`src/rtl/inst_issue_queue.sv`:
```
// Circular instruction queue between dual fetch and dual decode: in-order push/pop of up to 2 per cycle.
// Optional INSTBUF_BYPASS_EN: show inputs combinationally on the outputs while the queue is empty.
module inst_issue_queue #(
  parameter int DEPTH = 8,
  parameter int PTR_W = 3,
  parameter int XLEN  = 32
) (
  input  logic            clk,
  input  logic            rst,
  input  logic            stop,
  input  logic            branch_flag,
  input  logic [1:0]      issue,
  input  logic [XLEN-1:0] in1_inst,
  input  logic [XLEN-1:0] in1_pc,
  input  logic [XLEN-1:0] in1_npc,
  input  logic [XLEN-1:0] in2_inst,
  input  logic [XLEN-1:0] in2_pc,
  input  logic [XLEN-1:0] in2_npc,
  output logic [XLEN-1:0] out1_inst,
  output logic [XLEN-1:0] out1_pc,
  output logic [XLEN-1:0] out1_npc,
  output logic            sendout_flag1,
  output logic [XLEN-1:0] out2_inst,
  output logic [XLEN-1:0] out2_pc,
  output logic [XLEN-1:0] out2_npc,
  output logic            sendout_flag2,
  input  logic            launch_flag1,
  input  logic            launch_flag2,
  output logic            instbuf_full
);

  localparam logic [PTR_W:0] FULL_TH = (PTR_W+1)'(DEPTH - 2);

  logic [XLEN-1:0] mem_inst [DEPTH];
  logic [XLEN-1:0] mem_pc   [DEPTH];
  logic [XLEN-1:0] mem_npc  [DEPTH];

  logic [PTR_W-1:0] head_q, head_d, tail_q, tail_d;
  logic [PTR_W:0]   count_q, count_d;

  logic [PTR_W-1:0] head_p1, tail_p1;
  logic [1:0]       push_n, pop_n;
  logic             we0, we1;
  logic [XLEN-1:0]  c0_inst, c0_pc, c0_npc;

  assign head_p1 = head_q + 1'b1;
  assign tail_p1 = tail_q + 1'b1;

  always_comb begin
    instbuf_full = (count_q > FULL_TH);

    // Compact valid inputs in program order: slot 0 takes in1 if valid, else in2.
    c0_inst = issue[0] ? in1_inst : in2_inst;
    c0_pc   = issue[0] ? in1_pc   : in2_pc;
    c0_npc  = issue[0] ? in1_npc  : in2_npc;
    push_n  = instbuf_full ? 2'd0 : ({1'b0, issue[0]} + {1'b0, issue[1]});

    sendout_flag1 = (count_q != '0);
    sendout_flag2 = (count_q >= (PTR_W+1)'(2));
    out1_inst = sendout_flag1 ? mem_inst[head_q]  : '0;
    out1_pc   = sendout_flag1 ? mem_pc[head_q]    : '0;
    out1_npc  = sendout_flag1 ? mem_npc[head_q]   : '0;
    out2_inst = sendout_flag2 ? mem_inst[head_p1] : '0;
    out2_pc   = sendout_flag2 ? mem_pc[head_p1]   : '0;
    out2_npc  = sendout_flag2 ? mem_npc[head_p1]  : '0;

`ifdef INSTBUF_BYPASS_EN
    // Empty queue: the incoming pair is presented directly. It is still written
    // below, and the head advances past whatever is launched this cycle.
    if (count_q == '0 && !branch_flag && !stop) begin
      sendout_flag1 = |issue;
      sendout_flag2 = &issue;
      out1_inst = sendout_flag1 ? c0_inst : '0;
      out1_pc   = sendout_flag1 ? c0_pc   : '0;
      out1_npc  = sendout_flag1 ? c0_npc  : '0;
      out2_inst = sendout_flag2 ? in2_inst : '0;
      out2_pc   = sendout_flag2 ? in2_pc   : '0;
      out2_npc  = sendout_flag2 ? in2_npc  : '0;
    end
`endif

    pop_n = {1'b0, launch_flag1 & sendout_flag1}
          + {1'b0, launch_flag1 & launch_flag2 & sendout_flag2};

    head_d  = head_q;
    tail_d  = tail_q;
    count_d = count_q;
    we0     = 1'b0;
    we1     = 1'b0;
    if (branch_flag) begin
      head_d  = '0;
      tail_d  = '0;
      count_d = '0;
    end else if (!stop) begin
      head_d  = head_q + PTR_W'(pop_n);
      tail_d  = tail_q + PTR_W'(push_n);
      count_d = count_q + (PTR_W+1)'(push_n) - (PTR_W+1)'(pop_n);
      we0     = (push_n != 2'd0);
      we1     = (push_n == 2'd2);
    end
  end

  always_ff @(posedge clk or negedge rst) begin
    if (!rst) begin
      head_q  <= '0;
      tail_q  <= '0;
      count_q <= '0;
    end else begin
      head_q  <= head_d;
      tail_q  <= tail_d;
      count_q <= count_d;
    end
  end

  // Entry contents need no reset: reads are gated by the valid flags.
  always_ff @(posedge clk) begin
    if (we0) begin
      mem_inst[tail_q] <= c0_inst;
      mem_pc[tail_q]   <= c0_pc;
      mem_npc[tail_q]  <= c0_npc;
    end
    if (we1) begin
      mem_inst[tail_p1] <= in2_inst;
      mem_pc[tail_p1]   <= in2_pc;
      mem_npc[tail_p1]  <= in2_npc;
    end
  end

endmodule

```
`config.mk`:
```
export PLATFORM = sky130hd
export DESIGN_NAME = inst_issue_queue
export DESIGN_NICKNAME = d
export VERILOG_FILES = /design/src/rtl/inst_issue_queue.sv
export SDC_FILE = /design/constraint.sdc
export NUM_CORES = 2
export LEC_CHECK = 0
export ABC_AREA = 1
export ABC_CLOCK_PERIOD_IN_PS = 10500
export CAP_MARGIN = 20
export CELL_PAD_IN_SITES_DETAIL_PLACEMENT = 0
export CELL_PAD_IN_SITES_GLOBAL_PLACEMENT = 2
export CORE_MARGIN = 1.5
export CORE_UTILIZATION = 37
export DETAILED_ROUTE_END_ITERATION = 10
export GPL_TIMING_DRIVEN = 0
export PLACE_DENSITY_LB_ADDON = 0.25
export SKIP_CTS_REPAIR_TIMING = 1
export SYNTH_ARGS = -nofsm -noshare
export SYNTH_HDL_FRONTEND = slang
export SYNTH_SLANG_ARGS = --single-unit
```
`constraint.sdc`:
```
create_clock -name clk -period 10.5 [get_ports clk]
set_input_delay 2.1 -clock clk [delete_from_list [all_inputs] [get_ports clk]]
set_output_delay 2.1 -clock clk [all_outputs]
set_load 0.02 [all_outputs]
```
## Yosys cells after proc, flatten, opt, wreduce, memory -nomap -nowiden

Memories as Yosys holds them, arrays and structs flattened.
Index checks and enable logic that the tools add are counted.
W data, S select, Z words.

| cells by class | value |
|---|---|
| add/sub/neg operators | 8 |
| muxes and demuxes | 24 |
| order comparisons | 2 |
| equal/unequal tests | 2 |
| reduce and logical (&&, ||, !) cells | 2 |
| bitwise logic cells | 3 |

Operator list:

| kind | count |
|---|---|
| $mux W32 | 9 |
| $mux W3 | 4 |
| $mux W1 | 8 |
| $mux W4 | 2 |
| $add A3 B1 Y3 const B | 2 |
| $add A3 B2 Y3 | 2 |
| $add A1 B1 Y2 | 2 |
| $add A4 B2 Y4 | 1 |
| $ge A4 B2 Y1 const B | 1 |
| $gt A4 B3 Y1 const B | 1 |
| $reduce_bool A4 Y1 | 1 |
| $sub A4 B2 Y4 | 1 |
| $and A1 B1 Y1 | 3 |
| $eq A2 B2 Y1 const B | 1 |
| $mux W2 | 1 |
| $ne A2 B1 Y1 const B | 1 |
| $reduce_bool A2 Y1 | 1 |

| word-level totals | value |
|---|---|
| RAM bits | 768 |
| memories | 3 |
| output and inout port bits | 195 |
| bits of input ports | 200 |
| bits in registers | 10 |
| word-level logic and storage cells | 47 |

Memory list:

| name | depth | width | read ports | clocked after memory_dff | wr ports | line | RTL |
|---|---|---|---|---|---|---|---|
| mem_inst | 8 | 32 | 2 | 0 | 2 | 34 | `logic [XLEN-1:0] mem_inst [DEPTH];` |
| mem_npc | 8 | 32 | 2 | 0 | 2 | 36 | `logic [XLEN-1:0] mem_npc [DEPTH];` |
| mem_pc | 8 | 32 | 2 | 0 | 2 | 35 | `logic [XLEN-1:0] mem_pc [DEPTH];` |

## Logic depth before layout (Yosys ltp)

| logic depth | value |
|---|---|
| depth in word-level cells | 7 |
| depth in mapped cells | 13 |
| mapped depth without buffers | 13 |

## Worst setup path after synthesis

Ideal clock, no wire load.

| timing | value |
|---|---|
| path kind | input to register |
| from | input issue[0] |
| to | memory mem_inst[1][0], enable pin |
| data required time | 10.042 ns |
| setup time | 0.458 ns |
| path buffers | 2 |
| setup slack | 4.898 ns |
| arrival time | 5.144 ns |
| stages on the path | 8 |
| path through | ha_1 -> inv_1 -> nand2_1 -> nor2_2 -> buf_6 -> nand2_2 -> clkbuf_1 -> nand2_1 |

RTL lines:

| item | line | RTL |
|---|---|---|
| start: declaration | 12 | `input logic [1:0] issue,` |
| end: declaration | 34 |  |

## Worst setup path in the final report

| timing | value |
|---|---|
| from | register count_q[2] |
| to | output out1_npc[17] |

| on the way | value |
|---|---|
| longest elaborated chain between the ends | 2 |

RTL lines:

| item | line | RTL |
|---|---|---|
| start: declaration | 39 | `logic [PTR_W:0] count_q, count_d;` |
| start signal: assignment | 111 | `count_q <= count_d;` |
| $reduce_bool A4 Y1 | 58 | `sendout_flag1 = (count_q != '0);` |
| $mux W32 | 62 | `out1_npc = sendout_flag1 ? mem_npc[head_q] : '0;` |
| end: declaration | 21 | `output logic [XLEN-1:0] out1_npc,` |

No other way between the ends.

==> impl_metrics.py <==
metrics = {
    "sta": {
        "max_slew_margin": 0.1782,
        "finalHoldViolCount": 0,
        "slew_violations": 0,
        "fin_crit_sh": 0.6898,
        "holdWs_ns": 0.6221,
        "tightestPinTransition_ns": 1.233,
        "period_minus_slack_ns": 7.243,
        "finalClockSkew_ns": 0.03230,
        "max_freq_mhz": 138.1,
        "rsz0062_at_grt": "false",
        "fin_ws_ns": 3.257,
        "setup_viol": 0,
        "fin_tns_setup_ns": 0,
    },
    "layout": {
        "stdcell_count": 10050,
        "area.growth.synth_to_final_pct": 16.99,
        "most-common-layout-cells": "2517 x nand2_1, 1260 x nand3_1, 773 x nor2_1, 768 x edfxtp_1, 689 x inv_1",
        "final_common_cell": "nand2_1",
        "nFillCells": 14840,
        "fin_nets": 8268,
        "drive_above_1_share": 0.06988,
    },
    "critical_path": {
        "startpoint_type": "flop",
        "reg2reg_slack_ns": 6.32,
        "crit_arrival_ns": 5.14,
        "cp.required_ns": 8.40,
        "crit_type": "flop to output port",
        "end_kind": "output port",
        "path_max_fanout": 10,
    },
    "routing": {
        "route.antenna.remaining_nets": 0,
        "wirelength_um": 271500,
        "first_pass_iters": 7,
        "wire_per_inst_um": 27.01,
        "drt-vias-per-instance": 5.598,
        "drt_iter0_drc": 7172,
        "dr_total_vias": 56270,
        "drc": 0,
    },
    "outcome": {
        "status": "completed",
    },
    "power": {
        "total_power_mw": 14.62,
        "power.density_mw_per_mm2": 234.3,
        "peakVddDrop_uv": 138.4,
        "power.leakage_nw": 27.97,
    },
    "synthesis": {
        "synth_area_per_cell_um2": 6.987,
        "yosysUniqueCellTypes": 29,
        "syn_inst": 7633,
        "syn_area_mm2": 0.05333,
        "yosysWarnings": 0,
        "ys_ff_latch": 778,
        "syn_nets": 7849,
        "async_flop_share": 0.01285,
        "yosysSeqAreaShare": 0.4371,
        "synth_edf_count": 768,
        "synth-main-ff-cell": "edfxtp_1",
    },
    "floorplan": {
        "die_h_um": 382.7,
        "die_w_um": 382.7,
        "start_util": 0.3722,
        "core_area_mm2": 0.1433,
        "ios": 395,
        "rows": 139,
        "die_area_mm2": 0.1464,
    },
    "clocking": {
        "clock_path_buffers": 3,
        "cts-htree-levels": 3,
        "clock_latency_ns": 0.73,
        "clock_sinks": 778,
        "cts_tree": "built",
        "clockRootBuffer": "clkbuf_16",
        "cts_inserted_buffers": 97,
        "clk_pin_slew_ns": 0.06,
    },
    "placement": {
        "dp_slack_ns": 4.119,
        "port_buffers": 298,
        "gp_congestion": 0.9600,
        "dp.cells": 9856,
        "dp_hpwl_um": 195600,
    },
    "global_routing": {
        "grt_pass1_vias": 51910,
        "grt_pass1_wl_um": 378500,
        "grt.overflow.total": 0,
        "track_usage": 0.3601,
        "grt_max_degree": 49,
        "antenna_found_initial": 32,
    },
    "worst_hold_path": {
        "hp-class": "flop to flop",
    },
    "job": {
        "cap_violations": 0,
    },
}
==> per-layer routing <==
| layer | global-route usage | wire [um] |
|---|---|---|
| met2 | 0.5530 | 118800 |
| met4 | 0.1856 | 15290 |
| met5 | 0 | 122 |
| met3 | 0.07645 | 28910 |
| met1 | 0.4766 | 108400 |
==> stage by stage <==
step           cell area (um^2)  utilization
2_1_floorplan             53330            -
5_1_grt                   62350       0.4351
3_5_place_dp              59310       0.4139
3_3_place_gp              58700       0.4096
4_1_cts                   62340       0.4350
6_report                  62390       0.4354
==> synth_stat cells, types with 2 or more instances <==
library cell / count / area, um^2
nand2_1: 2525 / 9478
nand3_1: 1260 / 6306
nor2_1: 773 / 2902
edfxtp_1: 768 / 23060
inv_1: 689 / 2586
o21ai_0: 484 / 2422
clkbuf_1: 356 / 1336
a21oi_1: 192 / 960.9
buf_2: 157 / 785.8
o21ai_1: 98 / 490.5
mux2_2: 96 / 1081
buf_4: 93 / 698.2
buf_1: 49 / 183.9
buf_6: 17 / 191.4
ha_1: 12 / 150.1
nor3_1: 11 / 55.05
dfrtp_1: 10 / 250.2
nor2_4: 9 / 101.4
nand2_2: 8 / 50.05
inv_2: 7 / 26.28
nand3_2: 5 / 50.05
fa_1: 4 / 80.08
nand2_4: 2 / 22.52
o22ai_1: 2 / 12.51
or2_2: 2 / 12.51
==> area by class of cell <==
| cell class | count | area [um^2] | area share |
|---|---|---|---|
| tap | 1903 | 2381 | 0.03816 |
| clock buffer | 115 | 2495 | 0.03999 |
| clock inverter | 60 | 536.8 | 0.008603 |
| inverter | 696 | 2613 | 0.04187 |
| sequential | 778 | 23310 | 0.3736 |
| timing repair buffer | 320 | 3528 | 0.05655 |
| antenna | 21 | 52.55 | 0.0008423 |
| multi-input combinational | 5487 | 24270 | 0.3890 |
| buffer | 672 | 3202 | 0.05132 |
==> state kept, by name, indices dropped and copies added (netlist names) <==
register / flops
count_q: 4
tail_q: 3
mem_inst: 256
mem_pc: 256
head_q: 3
mem_npc: 256
==> report_power, final <==
| group | internal (mW) | switching (mW) | total, mW |
|---|---|---|---|
| clock network | 1.91 | 1.50 | 3.41 |
| logic | 2.26 | 5.39 | 7.64 |
| registers | 3.53 | 0.0343 | 3.57 |
==> worst paths after layout <==
check | start | end | cells past startpoint
setup / recovery | count_q[2]$_DFFE_PN0P_ | out1_npc[17] | 10
hold / removal | count_q[0]$_DFFE_PN0P_ | count_q[0]$_DFFE_PN0P_ | 2
setup reg to reg | tail_q[1]$_DFFE_PN0P_ | mem_inst[5][22]$_DFFE_PP_ | 9
hold reg to reg | count_q[0]$_DFFE_PN0P_ | count_q[0]$_DFFE_PN0P_ | 2
max in group asynchronous | rst | head_q[2]$_DFFE_PN0P_ | 1
min in group asynchronous | rst | count_q[1]$_DFFE_PN0P_ | 1
==> worst max-delay path, stage by stage, from the launching register on <==
cell and delay, ns:
dfrtp_1 0.39, inv_1 0.10, ha_1 0.22, nand2_2 0.56
nor2_1 0.15, inv_2 0.56, buf_2 0.65, buf_1 0.45
nand2_1 0.19, nor2_1 0.40, clkdlybuf4s50_1 0.69
==> cell families (layout without fill, tap and decap cells) <==
logic type,count (synthesis),count (layout),share of synthesized area
flip-flops,778,778,0.4371
AND/OR/NAND/NOR,4597,4597,0.3561
multiplexers,96,96,0.02027
buffers and inverters,1368,1863,0.1089
adder cells (fa/ha/maj),16,16,0.004317
XOR/XNOR,2,2,0.0004693
other,0,21,0
AO/OA/AOI/OAI,776,776,0.07287
No activity file was read; power rests on OpenSTA's default activity.
